===== src/rtl/mem_stage_pkg.sv =====
`default_nettype none
// +--------------------------------------------------------------------------+
// | mem_stage_pkg : shared FSM state type and constants for the MEM stage     |
// | Rev 1.0                                                                  |
// +--------------------------------------------------------------------------+
package mem_stage_pkg;

  typedef enum logic [1:0] {
    S_IDLE    = 2'd0,
    S_REQ     = 2'd1,
    S_WAIT_RD = 2'd2
  } mem_state_t;

  localparam logic [3:0] BE_WORD = 4'hF;
  localparam logic [3:0] BE_NONE = 4'h0;

  localparam int DEFAULT_TIMEOUT_CYCLES = 16;

endpackage
`default_nettype wire


===== src/rtl/mem_lane_align.sv =====
`default_nettype none
// +--------------------------------------------------------------------------+
// | mem_lane_align : byte-lane steering for stores and load data extraction   |
// | Rev 1.0                                                                  |
// +--------------------------------------------------------------------------+
module mem_lane_align
  import mem_stage_pkg::*;
(
  input  logic        byte_access,
  input  logic [31:0] addr,
  input  logic [31:0] store_data,
  input  logic [31:0] rdata,
  output logic [31:0] mem_addr,
  output logic [31:0] mem_wdata,
  output logic [3:0]  mem_be,
  output logic [31:0] load_data
);

  logic [31:0] w_lane_shift;

  always_comb begin
    w_lane_shift = rdata >> {addr[1:0], 3'b000};
    if (byte_access) begin
      mem_addr  = addr;
      mem_wdata = {4{store_data[7:0]}};
      mem_be    = 4'b0001 << addr[1:0];
      load_data = {24'h0, w_lane_shift[7:0]};
    end else begin
      mem_addr  = {addr[31:2], 2'b00};
      mem_wdata = store_data;
      mem_be    = BE_WORD;
      load_data = rdata;
    end
  end

endmodule
`default_nettype wire


===== src/rtl/mem_access_stage.sv =====
`default_nettype none
// +--------------------------------------------------------------------------+
// | mem_access_stage : MEM pipeline stage with req/gnt/rvalid data interface  |
// | Optional access timeout: define MEM_ACCESS_TIMEOUT_EN.  Rev 1.0          |
// +--------------------------------------------------------------------------+
module mem_access_stage
  import mem_stage_pkg::*;
#(
  parameter int TIMEOUT_CYCLES = DEFAULT_TIMEOUT_CYCLES
) (
  input  logic        clk,
  input  logic        reset,
  input  logic        ex_valid_in,
  input  logic        ex_mem_read_in,
  input  logic        ex_mem_write_in,
  input  logic        ex_byte_in,
  input  logic [31:0] ex_alu_result_in,
  input  logic [31:0] ex_store_data_in,
  input  logic [3:0]  ex_rd_in,
  input  logic        reg_write_enable_in,
  input  logic        mem_to_reg_select_in,
  output logic        mem_stall_out,
  output logic        dmem_req_out,
  output logic        dmem_we_out,
  output logic [31:0] dmem_addr_out,
  output logic [31:0] dmem_wdata_out,
  output logic [3:0]  dmem_be_out,
  input  logic        dmem_gnt_in,
  input  logic        dmem_rvalid_in,
  input  logic [31:0] dmem_rdata_in,
  output logic        wb_valid_out,
  output logic        reg_write_enable_out,
  output logic        mem_to_reg_select_out,
  output logic [3:0]  wb_rd_out,
  output logic [31:0] wb_alu_result_out,
  output logic [31:0] wb_load_data_out,
  output logic        mem_fault_out
);

  mem_state_t  r_state, w_state_next;
  logic [31:0] r_addr, r_store_data;
  logic [3:0]  r_rd;
  logic        r_byte, r_store, r_rwe, r_m2r;

  logic        r_wb_valid, r_wb_rwe, r_wb_m2r;
  logic [3:0]  r_wb_rd;
  logic [31:0] r_wb_alu, r_wb_load;

  logic        w_accept_alu, w_accept_mem, w_done_store, w_done_load, w_abort;
  logic        w_expired, w_in_req;
  logic [31:0] w_mem_addr, w_mem_wdata, w_load_data;
  logic [3:0]  w_mem_be;

  mem_lane_align u_lane_align (
    .byte_access (r_byte),
    .addr        (r_addr),
    .store_data  (r_store_data),
    .rdata       (dmem_rdata_in),
    .mem_addr    (w_mem_addr),
    .mem_wdata   (w_mem_wdata),
    .mem_be      (w_mem_be),
    .load_data   (w_load_data)
  );

`ifdef MEM_ACCESS_TIMEOUT_EN
  localparam int                c_tcnt_w    = $clog2(TIMEOUT_CYCLES + 1);
  localparam logic [c_tcnt_w-1:0] c_tcnt_last = c_tcnt_w'(TIMEOUT_CYCLES - 1);

  logic [c_tcnt_w-1:0] r_tcnt;
  logic                r_fault;

  // Counts busy cycles; the TIMEOUT_CYCLES-th busy cycle without a response aborts.
  always_ff @(posedge clk) begin
    if (reset || r_state == S_IDLE) begin
      r_tcnt <= '0;
    end else begin
      r_tcnt <= r_tcnt + c_tcnt_w'(1);
    end
    r_fault <= reset ? 1'b0 : w_abort;
  end

  assign w_expired     = (r_tcnt == c_tcnt_last);
  assign mem_fault_out = r_fault;
`else
  assign w_expired     = 1'b0;
  assign mem_fault_out = 1'b0;
`endif

  always_ff @(posedge clk) begin
    if (reset) r_state <= S_IDLE;
    else       r_state <= w_state_next;
  end

  always_comb begin
    w_state_next = r_state;
    w_accept_alu = 1'b0;
    w_accept_mem = 1'b0;
    w_done_store = 1'b0;
    w_done_load  = 1'b0;
    w_abort      = 1'b0;
    case (r_state)
      S_IDLE: begin
        if (ex_valid_in) begin
          if (ex_mem_read_in || ex_mem_write_in) begin
            w_accept_mem = 1'b1;
            w_state_next = S_REQ;
          end else begin
            w_accept_alu = 1'b1;
          end
        end
      end
      S_REQ: begin
        if (dmem_gnt_in) begin
          if (r_store) begin
            w_done_store = 1'b1;
            w_state_next = S_IDLE;
          end else begin
            w_state_next = S_WAIT_RD;
          end
        end else if (w_expired) begin
          w_abort      = 1'b1;
          w_state_next = S_IDLE;
        end
      end
      S_WAIT_RD: begin
        if (dmem_rvalid_in) begin
          w_done_load  = 1'b1;
          w_state_next = S_IDLE;
        end else if (w_expired) begin
          w_abort      = 1'b1;
          w_state_next = S_IDLE;
        end
      end
      default: w_state_next = S_IDLE;
    endcase
  end

  always_ff @(posedge clk) begin
    if (reset) begin
      r_addr       <= '0;
      r_store_data <= '0;
      r_rd         <= '0;
      r_byte       <= 1'b0;
      r_store      <= 1'b0;
      r_rwe        <= 1'b0;
      r_m2r        <= 1'b0;
      r_wb_valid   <= 1'b0;
      r_wb_rwe     <= 1'b0;
      r_wb_m2r     <= 1'b0;
      r_wb_rd      <= '0;
      r_wb_alu     <= '0;
      r_wb_load    <= '0;
    end else begin
      r_wb_valid <= 1'b0;
      r_wb_rwe   <= 1'b0;
      r_wb_m2r   <= 1'b0;
      if (w_accept_alu) begin
        r_wb_valid <= 1'b1;
        r_wb_rwe   <= reg_write_enable_in;
        r_wb_m2r   <= mem_to_reg_select_in;
        r_wb_rd    <= ex_rd_in;
        r_wb_alu   <= ex_alu_result_in;
      end
      if (w_accept_mem) begin
        r_addr       <= ex_alu_result_in;
        r_store_data <= ex_store_data_in;
        r_rd         <= ex_rd_in;
        r_byte       <= ex_byte_in;
        r_store      <= ex_mem_write_in;
        r_rwe        <= reg_write_enable_in;
        r_m2r        <= mem_to_reg_select_in;
      end
      if (w_done_store || w_done_load) begin
        r_wb_valid <= 1'b1;
        r_wb_rwe   <= r_rwe;
        r_wb_m2r   <= r_m2r;
        r_wb_rd    <= r_rd;
        r_wb_alu   <= r_addr;
      end
      if (w_done_load) begin
        r_wb_load <= w_load_data;
      end
      // An aborted access retires without writing the register file.
      if (w_abort) begin
        r_wb_valid <= 1'b1;
        r_wb_rd    <= r_rd;
        r_wb_alu   <= r_addr;
      end
    end
  end

  assign w_in_req       = (r_state == S_REQ);
  assign mem_stall_out  = (r_state != S_IDLE);
  assign dmem_req_out   = w_in_req;
  assign dmem_we_out    = w_in_req & r_store;
  assign dmem_addr_out  = w_in_req ? w_mem_addr  : 32'h0;
  assign dmem_wdata_out = w_in_req ? w_mem_wdata : 32'h0;
  assign dmem_be_out    = w_in_req ? w_mem_be    : BE_NONE;

  assign wb_valid_out          = r_wb_valid;
  assign reg_write_enable_out  = r_wb_rwe;
  assign mem_to_reg_select_out = r_wb_m2r;
  assign wb_rd_out             = r_wb_rd;
  assign wb_alu_result_out     = r_wb_alu;
  assign wb_load_data_out      = r_wb_load;

endmodule
`default_nettype wire


===== config.mk =====
export PLATFORM = sky130hd
export DESIGN_NAME = mem_access_stage
export DESIGN_NICKNAME = d
export VERILOG_FILES = /design/src/rtl/mem_stage_pkg.sv /design/src/rtl/mem_lane_align.sv /design/src/rtl/mem_access_stage.sv
export SDC_FILE = /design/constraint.sdc
export NUM_CORES = 1
export LEC_CHECK = 0
export CORE_MARGIN = 2
export CORE_UTILIZATION = 30
export DETAILED_ROUTE_END_ITERATION = 16
export PLACE_DENSITY = 0.68
export RECOVER_POWER = 50
export SYNTH_ARGS = -nofsm -noshare
export SYNTH_HDL_FRONTEND = slang
export SYNTH_HIERARCHICAL = 1
export SYNTH_SLANG_ARGS = --single-unit

===== constraint.sdc =====
create_clock -name clk -period 1.9 [get_ports clk]
set_input_delay 0.285 -clock clk [delete_from_list [all_inputs] [get_ports clk]]
set_output_delay 0.285 -clock clk [all_outputs]
set_load 0.005 [all_outputs]

# After elaboration in Yosys (flattened, before gate mapping)
# Cells that the tools add are included.
[op_classes]
n_eq_ne = 6
shift = 2
muxes = 34
bitwise_logic = 1
reduce_logical = 6
[op_table]
columns = ["op", "n"]
rows = [
  ["32-bit two-way mux", 6],
  ["32-bit by 5-bit right shift with 8-bit output", 1],
  ["1-bit two-way mux", 17],
  ["4-bit two-way mux", 4],
  ["2-bit two-way mux", 6],
  ["2-bit inequality test, second input constant", 4],
  ["2-bit case mux with 3 select lines", 1],
  ["4-bit AND reduction", 1],
  ["2-bit nonzero test", 2],
  ["1-bit by 2-bit << shifter with 4-bit output, first input constant", 1],
  ["2-bit by 1-bit == test with 1-bit output, second input constant", 1],
  ["2-bit == test, second input constant", 1],
  ["2-bit zero test", 1],
  ["1-bit logical OR", 2],
  ["1-bit AND", 1],
]
[totals]
reg_bits = 145
in_bits = 110
output_inout_bits = 143
wordCells = 63

# Depth between registers and ports, before layout
# Gate-level depths: netlist (run 1).
[depth]
ltp_word = 6
ltp_mapped = 7
mapped_depth_nobuf = 4

# Modules after synthesis
# The synthesis (run 1) kept the hierarchy.
[modules_own_cells]
columns = ["mod", "n_inst", "cells_each", "area_each_um2", "seq_area_each_um2"]
rows = [
  ["mem_access_stage", 1, 794, 6334.8, 2902.8],
  ["mem_lane_align", 1, 170, 1033.5, 0.0],
]

# Worst setup path before layout (run 1)
# Ideal clock, no wire load.
[synth_timing]
path_kind = "reg2reg"
from = "register r_state[1]"
to = "register r_store_data[19]"
setup_ns = 0.132
arrival_time_ns = 1.348
required_ns = 1.768
path_slack_ns = 0.420
path_stages_with_launch = 8
path_buffers = 4
synth_period_minus_slack_ns = 1.480
cell_sequence = "dfxtp_1 buf_6 or3b_1 buf_6 buf_6 buf_6 o21ai_1 a21oi_1"
[synth_between]
elab_chain_len = 2
[synth_lines]
columns = ["item", "line_no", "rtl"]
rows = [
  ["from (decl)", "mem_access_stage.sv:40", "mem_state_t r_state, w_state_next;"],
  ["from (signal assigned)", "mem_access_stage.sv:91", "else r_state <= w_state_next;"],
  ["2-bit zero test", "mem_access_stage.sv:101", "case (r_state)"],
  ["1-bit two-way mux", "mem_access_stage.sv:101", ""],
  ["to (signal assigned)", "mem_access_stage.sv:166", "r_store_data <= ex_store_data_in;"],
  ["to (decl)", "mem_access_stage.sv:41", "logic [31:0] r_addr, r_store_data;"],
]
# No other way between the ends.
# A chain may end at the register's enable or synchronous reset.

# Worst setup path after layout (run 1)
[layout_timing]
from = "register r_state[0]"
to = "output dmem_wdata_out[15]"
[layout_between]
elab_chain_len = 2
[layout_lines]
columns = ["item", "line_no", "rtl"]
rows = [
  ["2-bit by 1-bit == test with 1-bit output", "mem_access_stage.sv:192", "assign w_in_req = (r_state == S_REQ);"],
  ["32-bit two-way mux", "mem_access_stage.sv:197", "assign dmem_wdata_out = w_in_req ? w_mem_wdata : 32'h0;"],
  ["to (decl)", "mem_access_stage.sv:26", "output logic [31:0] dmem_wdata_out,"],
]
# No other way between the ends.

==> impl_metrics.prom, run 1 <==
# TYPE chip_impl_metric gauge
chip_impl_metric{name="ff2ff_path_depth",unit=""} 5
chip_impl_metric{name="rows",unit=""} 57
chip_impl_metric{name="detailed_routing_iterations_pass_1",unit=""} 5
chip_impl_metric{name="htreeDepth",unit=""} 4
chip_impl_info{name="worst_setup_path_start_kind",value="flop"} 1
chip_impl_info{name="clock-root-buffer",value="sky130_fd_sc_hd__clkbuf_16"} 1
chip_impl_metric{name="worstSkewPairLatency",unit="ns"} 0.42
chip_impl_metric{name="layout_filler_cell_count",unit=""} 2359
chip_impl_metric{name="synth_area",unit="um^2"} 7370
chip_impl_info{name="timing.critical_path.to_type",value="output pin"} 1
chip_impl_metric{name="totalWireLength",unit="um"} 26500
chip_impl_metric{name="num_io_pins",unit=""} 253
chip_impl_metric{name="die_area",unit="um^2"} 25800
chip_impl_metric{name="num_antenna_cells",unit=""} 0
chip_impl_metric{name="detailedRoute.firstIterationViolations",unit=""} 539
chip_impl_metric{name="nNetsFinal",unit=""} 1267
chip_impl_metric{name="drive_gt1_share",unit="%"} 20.3
chip_impl_metric{name="post_place_setup_slack",unit="ns"} 0.00967
chip_impl_metric{name="min_period_over_period",unit="%"} 106
chip_impl_metric{name="postSynthCellCount",unit=""} 964
chip_impl_metric{name="slew-limit-headroom",unit="%"} 44.1
chip_impl_metric{name="clock.fmax",unit="MHz"} 497
chip_impl_info{name="most-common-layout-cells",value="sky130_fd_sc_hd__dfxtp_1 (142), sky130_fd_sc_hd__o21ai_0 (112), sky130_fd_sc_hd__clkdlybuf4s50_1 (111)"} 1
chip_impl_metric{name="grt_use_total",unit="%"} 20.2
chip_impl_info{name="outcome",value="complete, but fails checks"} 1
chip_impl_metric{name="grt-ovfl-total",unit=""} 0
chip_impl_metric{name="grt_pass1_wl",unit="um"} 41600
chip_impl_metric{name="clk_pin_slew",unit="ns"} 0.06
chip_impl_metric{name="initial_core_util",unit="%"} 30.4
chip_impl_metric{name="power.leakage",unit="nW"} 4.28
chip_impl_metric{name="vias",unit=""} 7726
chip_impl_metric{name="numCtsBuffers",unit=""} 17
chip_impl_metric{name="total_setup_violations_reported_at_the_end_of_the_flow",unit=""} 14
chip_impl_metric{name="hold_path_depth",unit=""} 3
chip_impl_metric{name="layout_min_cycle_time",unit="ns"} 2.01
chip_impl_info{name="biggest_area_contributors_in_the_synthesized_netlist",value="sky130_fd_sc_hd__dfxtp_1 (39%), sky130_fd_sc_hd__o21ai_0 (7.8%), sky130_fd_sc_hd__nand3_1 (7.4%)"} 1
chip_impl_info{name="critPathKind",value="reg -> out"} 1
chip_impl_metric{name="numPortBuffers",unit=""} 251
chip_impl_metric{name="seq_area_frac_synth",unit="%"} 39.4
chip_impl_info{name="synth_flop_cell",value="sky130_fd_sc_hd__dfxtp_1"} 1
chip_impl_info{name="holdCritStartpoint",value="reset"} 1
chip_impl_metric{name="postSynthRegisterBits",unit=""} 145
chip_impl_metric{name="timing_hold_violations_final",unit=""} 0
chip_impl_metric{name="total_power",unit="mW"} 8.51
chip_impl_metric{name="synth.yosys.warnings",unit=""} 6
chip_impl_metric{name="power_density",unit="nW/um^2"} 766
chip_impl_metric{name="hpwlAfterDp",unit="um"} 16200
chip_impl_metric{name="drt.antenna.violating_nets",unit=""} 0
chip_impl_metric{name="reg2reg_setup_slack",unit="ns"} 0.01
chip_impl_metric{name="pin_count_of_the_biggest_net_entering_global_routing",unit=""} 90
chip_impl_metric{name="place_inst",unit=""} 1432
chip_impl_metric{name="post_synth_num_cell_types",unit=""} 32
chip_impl_metric{name="power.ir.vdd_worst",unit="mV"} 0.495
chip_impl_metric{name="crit_path_max_fanout",unit=""} 5
chip_impl_info{name="setup_repair_after_global_routing_missed_its_margin",value="true"} 1
chip_impl_metric{name="synth_area_per_cell",unit="um^2"} 7.64
chip_impl_metric{name="globalplace.congestion",unit=""} 0.805
chip_impl_metric{name="drv_cap",unit=""} 0
chip_impl_info{name="yosysTopAreaCell",value="sky130_fd_sc_hd__dfxtp_1"} 1
chip_impl_metric{name="tightest_slew",unit="ns"} 0.837
chip_impl_metric{name="ys_async_sr_fraction",unit="%"} 0
chip_impl_info{name="leading_cell_type_in_the_layout_fill_and_taps_excluded",value="sky130_fd_sc_hd__dfxtp_1"} 1
chip_impl_info{name="violations_in_the_final_reports",value="setup timing"} 1
chip_impl_info{name="cts_tree",value="built"} 1
chip_impl_metric{name="die_y",unit="um"} 161
chip_impl_metric{name="clock_sinks",unit=""} 145
chip_impl_metric{name="hold_ws",unit="ns"} 0.376
chip_impl_metric{name="cp_data_arrival_time",unit="ns"} 1.73
chip_impl_metric{name="post_layout_nonfiller_instances",unit=""} 1494
chip_impl_metric{name="core_area",unit="um^2"} 24200
chip_impl_info{name="r2r-start",value="r_state[1]"} 1
chip_impl_metric{name="cts_hold_repair.buffers",unit=""} 0
chip_impl_info{name="min_to",value="r_addr[17]"} 1
chip_impl_metric{name="synthDominantCellAreaShare",unit="%"} 39.4
chip_impl_info{name="hp-class",value="in -> reg"} 1
chip_impl_metric{name="flow.area_growth_from_synthesis",unit="%"} 50.8
chip_impl_metric{name="wl_per_cell",unit="um"} 17.8
chip_impl_metric{name="critPathRequiredTime",unit="ns"} 1.62
chip_impl_metric{name="synth_net_count",unit=""} 1074
chip_impl_metric{name="die-width",unit="um"} 161
chip_impl_metric{name="clock-skew-final",unit="ns"} 0.00864
chip_impl_metric{name="routed_via_density",unit=""} 5.17
chip_impl_metric{name="final-max-slew-violation-count",unit=""} 0
chip_impl_info{name="reg2reg_to",value="wb_alu_result_out[14]"} 1
chip_impl_metric{name="antenna_found_initial",unit=""} 2
chip_impl_metric{name="synth_enable_flop_cells",unit=""} 0
chip_impl_metric{name="grt_pass1_vias",unit=""} 7462
chip_impl_metric{name="ctsLongestPathBuffers",unit=""} 2
chip_impl_metric{name="final.setup.worst_slack",unit="ns"} -0.110
chip_impl_metric{name="post-route-drc-count",unit=""} 0
[critical path, stage by stage (launching register included)]
cell	delay, ns
sky130_fd_sc_hd__dfxtp_2	0.32
sky130_fd_sc_hd__nor2b_4	0.13
sky130_fd_sc_hd__buf_6	0.13
sky130_fd_sc_hd__buf_12	0.12
sky130_fd_sc_hd__buf_16	0.12
sky130_fd_sc_hd__buf_8	0.12
sky130_fd_sc_hd__buf_6	0.11
sky130_fd_sc_hd__and2_4	0.15
sky130_fd_sc_hd__buf_6	0.11
[timing repair]
action / 4_1_cts / 5_1_grt
buffers inserted: 27 / 4
gates resized for setup: 316 / 74
pin swaps: 17 / 6
gates cloned: 5 / 0
setup endpoints to repair: 71 / 66
[flip-flops by register name (all words and copies together), names as in the netlist]
register	cells
r_store_data	32
r_store	1
wb_load_data_out	32
r_byte	1
wb_valid_out	1
r_m2r	1
reg_write_enable_out	1
r_addr	32
r_state	2
wb_rd_out	4
r_rd	4
wb_alu_result_out	32
r_rwe	1
mem_to_reg_select_out	1
[power by group]
| part | internal [mW] | leakage (nW) | total, mW | switching, mW |
|---|---|---|---|---|
| clock network | 2.47 | 0.322 | 3.85 | 1.38 |
| registers | 3.18 | 1.18 | 3.27 | 0.0898 |
| logic | 0.713 | 2.77 | 1.39 | 0.681 |
[routing by layer]
metal	global-route usage, %	vias to the layer above	part of all wire (%)
li1	-	3718	-
met1	26.9	3640	44
met2	33.1	336	47
met3	4.73	28	7.5
met4	5.19	4	1.1
met5	0	-	0.083
[cell usage after synthesis (34+ instances only)]
master / count
sky130_fd_sc_hd__dfxtp_1: 145
sky130_fd_sc_hd__o21ai_0: 115
sky130_fd_sc_hd__nand3_1: 109
sky130_fd_sc_hd__a21oi_1: 106
sky130_fd_sc_hd__nand2_1: 74
sky130_fd_sc_hd__and2_1: 70
sky130_fd_sc_hd__clkbuf_1: 69
sky130_fd_sc_hd__buf_4: 41
sky130_fd_sc_hd__a31oi_1: 38
sky130_fd_sc_hd__inv_1: 36
sky130_fd_sc_hd__o2111ai_1: 36
sky130_fd_sc_hd__nor2b_1: 34
[stage by stage]
| stage | area, um^2 | util [%] | TNS, ns |
|---|---|---|---|
| floorplan | 7370 | - | 0 |
| global placement | 9980 | 41.2 | 0 |
| finish | 11100 | 45.8 | -0.450 |
| CTS | 11200 | 46.3 | -1.80 |
| detailed placement | 9980 | 41.2 | 0 |
| global route | 11100 | 45.8 | -5.25 |
[layout make-up]
class | count | area (um^2) | share of cell area [%]
Timing Repair Buffer | 320 | 3290 | 29.6
Sequential cell | 145 | 2910 | 26.2
Multi-Input combinational cell | 637 | 3710 | 33.4
Clock buffer | 19 | 433 | 3.90
Clock inverter | 13 | 233 | 2.09
Inverter | 36 | 135 | 1.22
Tap cell | 324 | 405 | 3.65
[cell families (layout without fill, tap and decap cells)]
group	Yosys count	in the layout	synth area share, %
buffers and inverters	182	388	12.7
muxes	8	8	1.09
other	1	1	0.0509
AOI/OAI and AO/OA	327	327	25.4
DFF	145	145	39.4
and+or+nand+nor	301	301	21.4
[how the worst max path moves through the flow]
stage                start  slack, ns  cells past startpoint                    end
2_1_floorplan   r_state[1]       0.42                      7       r_store_data[19]
3_3_place_gp   ex_valid_in       0.03                      5  wb_alu_result_out[13]
3_5_place_dp   ex_valid_in       0.01                      5  wb_alu_result_out[17]
4_1_cts         r_state[0]      -0.13                      8     dmem_wdata_out[22]
5_1_grt         r_state[0]      -0.17                      8     dmem_wdata_out[15]
6_report        r_state[0]      -0.11                      8     dmem_wdata_out[15]
(Power assumes the default switching activity.)
==> inputs of run 2 (changes only) <==
--- a/config.mk
+++ b/config.mk
@@ -9,7 +9,6 @@
 export CORE_UTILIZATION = 30
 export DETAILED_ROUTE_END_ITERATION = 16
 export PLACE_DENSITY = 0.68
-export RECOVER_POWER = 50
 export SYNTH_ARGS = -nofsm -noshare
 export SYNTH_HDL_FRONTEND = slang
 export SYNTH_HIERARCHICAL = 1
==> run 2 against run 1 <==
Net effect: the run still ends with setup timing left; highest routed layer unchanged; power increased by 0.41%; worst hold slack improved by 0.0016 ns; first-iteration DRC count increased by 8.5%; cell area increased by 0.45%; flip-flop and latch count unchanged; clock-buffer cell count unchanged; clock skew about the same; non-clock buffer count unchanged; critical path depth unchanged; combinational power increased by 3%.
==> impl_metrics.prom, run 2 (synthesis gave the netlist of run 1 again) <==
# TYPE chip_impl_metric gauge
chip_impl_metric{name="totalWireLength",unit="um"} 26600
chip_impl_info{name="setup_repair_after_global_routing_missed_its_margin",value="true"} 1
chip_impl_metric{name="timing_hold_violations_final",unit=""} 0
chip_impl_metric{name="grt-ovfl-total",unit=""} 0
chip_impl_info{name="worst_setup_path_start_kind",value="flop"} 1
chip_impl_metric{name="ff2ff_path_depth",unit=""} 5
chip_impl_info{name="clock-root-buffer",value="sky130_fd_sc_hd__clkbuf_16"} 1
chip_impl_metric{name="postLayoutCellArea",unit="um^2"} 11200
chip_impl_metric{name="hpwlAfterDp",unit="um"} 16200
chip_impl_metric{name="clk_pin_slew",unit="ns"} 0.06
chip_impl_metric{name="post-route-drc-count",unit=""} 0
chip_impl_metric{name="die_y",unit="um"} 161
chip_impl_metric{name="total_setup_violations_reported_at_the_end_of_the_flow",unit=""} 14
chip_impl_metric{name="globalplace.congestion",unit=""} 0.805
chip_impl_metric{name="final.setup.worst_slack",unit="ns"} -0.110
chip_impl_metric{name="layout_min_cycle_time",unit="ns"} 2.01
chip_impl_metric{name="final_util",unit="%"} 46.0
chip_impl_metric{name="pin_count_of_the_biggest_net_entering_global_routing",unit=""} 90
chip_impl_info{name="worst_path_max_delay_cell",value="sky130_fd_sc_hd__dfxtp_2"} 1
chip_impl_info{name="cts_tree",value="built"} 1
chip_impl_metric{name="numPortBuffers",unit=""} 251
chip_impl_metric{name="clock-skew-final",unit="ns"} 0.00843
chip_impl_metric{name="timing.critical_path.slowest_cell_delay",unit="ns"} 0.32
chip_impl_metric{name="die-width",unit="um"} 161
chip_impl_metric{name="placement.cell_area",unit="um^2"} 9980
chip_impl_metric{name="wl_per_cell",unit="um"} 17.8
chip_impl_metric{name="detailed_routing_iterations_pass_1",unit=""} 6
chip_impl_metric{name="routed_via_density",unit=""} 5.18
chip_impl_metric{name="antenna_found_initial",unit=""} 2
chip_impl_metric{name="wl_met2",unit="um"} 12600
chip_impl_info{name="hp-class",value="in -> reg"} 1
chip_impl_info{name="holdCritStartpoint",value="reset"} 1
chip_impl_metric{name="core_area",unit="um^2"} 24200
chip_impl_info{name="violations_in_the_final_reports",value="setup timing"} 1
chip_impl_metric{name="die_area",unit="um^2"} 25800
chip_impl_metric{name="layout_filler_cell_count",unit=""} 2351
chip_impl_metric{name="min_period_over_period",unit="%"} 106
chip_impl_info{name="r2r-start",value="r_byte"} 1
chip_impl_metric{name="grt_pass1_wl",unit="um"} 41600
chip_impl_info{name="most-common-layout-cells",value="sky130_fd_sc_hd__clkdlybuf4s50_1 (179), sky130_fd_sc_hd__dfxtp_1 (142), sky130_fd_sc_hd__nand3_1 (109), sky130_fd_sc_hd__o21ai_0 (109), sky130_fd_sc_hd__a21oi_1 (106)"} 1
chip_impl_metric{name="flow.area_growth_from_synthesis",unit="%"} 51.5
chip_impl_metric{name="hold_path_depth",unit=""} 3
chip_impl_metric{name="worstSkewPairLatency",unit="ns"} 0.42
chip_impl_metric{name="htreeDepth",unit=""} 4
chip_impl_metric{name="drv_cap",unit=""} 0
chip_impl_metric{name="vias",unit=""} 7734
chip_impl_metric{name="num_antenna_cells",unit=""} 0
chip_impl_info{name="reg2reg_to",value="wb_load_data_out[4]"} 1
chip_impl_metric{name="slew-limit-headroom",unit="%"} 42.8
chip_impl_info{name="critPathKind",value="reg -> out"} 1
chip_impl_metric{name="clock_sinks",unit=""} 145
chip_impl_info{name="highest-signal-layer",value="met5"} 1
chip_impl_metric{name="met3RoutedLength",unit="um"} 1840
chip_impl_metric{name="numCtsBuffers",unit=""} 17
chip_impl_metric{name="clock.fmax",unit="MHz"} 498
chip_impl_metric{name="routedLengthMet1",unit="um"} 11800
chip_impl_metric{name="nNetsFinal",unit=""} 1267
chip_impl_info{name="min_to",value="r_addr[17]"} 1
chip_impl_info{name="path_cells",value="nor2b_4, buf_6, buf_12, buf_16, buf_8, buf_6, and2_4, buf_6"} 1
chip_impl_metric{name="final-max-slew-violation-count",unit=""} 0
chip_impl_metric{name="tightest_slew",unit="ns"} 0.857
chip_impl_metric{name="critPathRequiredTime",unit="ns"} 1.62
chip_impl_metric{name="power.leakage",unit="nW"} 4.06
chip_impl_info{name="leading_cell_type_in_the_layout_fill_and_taps_excluded",value="sky130_fd_sc_hd__clkdlybuf4s50_1"} 1
chip_impl_metric{name="crit_path_max_fanout",unit=""} 5
chip_impl_info{name="timing.critical_path.to_type",value="output pin"} 1
chip_impl_metric{name="ctsLongestPathBuffers",unit=""} 2
chip_impl_metric{name="num_io_pins",unit=""} 253
chip_impl_metric{name="reg2reg_setup_slack",unit="ns"} 0.18
chip_impl_metric{name="initial_core_util",unit="%"} 30.4
chip_impl_info{name="cpMostUsedCell",value="sky130_fd_sc_hd__buf_6"} 1
chip_impl_metric{name="grt_use_total",unit="%"} 20.2
chip_impl_metric{name="drive_gt1_share",unit="%"} 20.4
chip_impl_metric{name="detailedRoute.firstIterationViolations",unit=""} 585
chip_impl_metric{name="cts_hold_repair.buffers",unit=""} 0
chip_impl_info{name="outcome",value="complete, but fails checks"} 1
chip_impl_metric{name="grt_pass1_vias",unit=""} 7462
chip_impl_metric{name="rows",unit=""} 57
chip_impl_metric{name="cp_data_arrival_time",unit="ns"} 1.72
chip_impl_metric{name="power_density",unit="nW/um^2"} 766
chip_impl_metric{name="drt.antenna.violating_nets",unit=""} 0
chip_impl_metric{name="power.ir.vdd_worst",unit="mV"} 0.496
-- run 2: report_power, final --
part	switching (mW)	total, mW	internal, mW
Clock	1.38	3.85	2.47
Sequential	0.0916	3.27	3.18
Combinational	0.685	1.43	0.741
-- run 2: final cells by class --
type,instances,area [um^2],area share (%)
Multi-Input combinational cell,637,3720,33.3
Timing Repair Buffer,320,3330,29.8
Sequential cell,145,2910,26.1
Clock buffer,19,433,3.88
Tap cell,324,405,3.63
Clock inverter,13,233,2.08
Inverter,36,135,1.21
-- run 2: per-layer routing --
layer / vias to the layer above / track usage, %
li1: 3719 / -
met1: 3660 / 26.9
met2: 325 / 33.1
met3: 26 / 4.73
met4: 4 / 5.19
met5: - / 0
-- run 2: worst max-delay path, delay by kind of cell (launching register included) --
kind / cells / cell delay [ns]
buffers and inverters: 6 / 0.71
AND/OR/NAND/NOR: 2 / 0.28
flip-flops: 1 / 0.32
-- run 2: how the worst max path moves through the flow --
stage                     slack, ns                    end   startpoint
after CTS                     -0.13     dmem_wdata_out[22]   r_state[0]
after global routing          -0.17     dmem_wdata_out[15]   r_state[0]
final                         -0.11     dmem_wdata_out[15]   r_state[0]
after floorplan                0.42       r_store_data[19]   r_state[1]
after detailed placement       0.01  wb_alu_result_out[17]  ex_valid_in
after global placement         0.03  wb_alu_result_out[13]  ex_valid_in
-- run 2: stage by stage --
step	setup WS (ns)	setup TNS [ns]	hold slack [ns]	cells	total power [mW]
global placement	0.0320	0	0.442	1432	4.54
detailed placement	0.00967	0	0.447	1432	4.55
global route	-0.167	-2.09	0.402	1494	8.90
CTS	-0.127	-1.80	0.391	1496	8.64
floorplan	0.420	0	0.425	964	3.97
finish	-0.110	-0.445	0.378	1494	8.55
-- run 2: repair_timing --
action	CTS	global route
endpoints found under the setup margin	71	66
pin swaps	17	6
hold endpoints to repair	0	0
resized for setup	316	74
buffers inserted	27	4
cloned	5	0
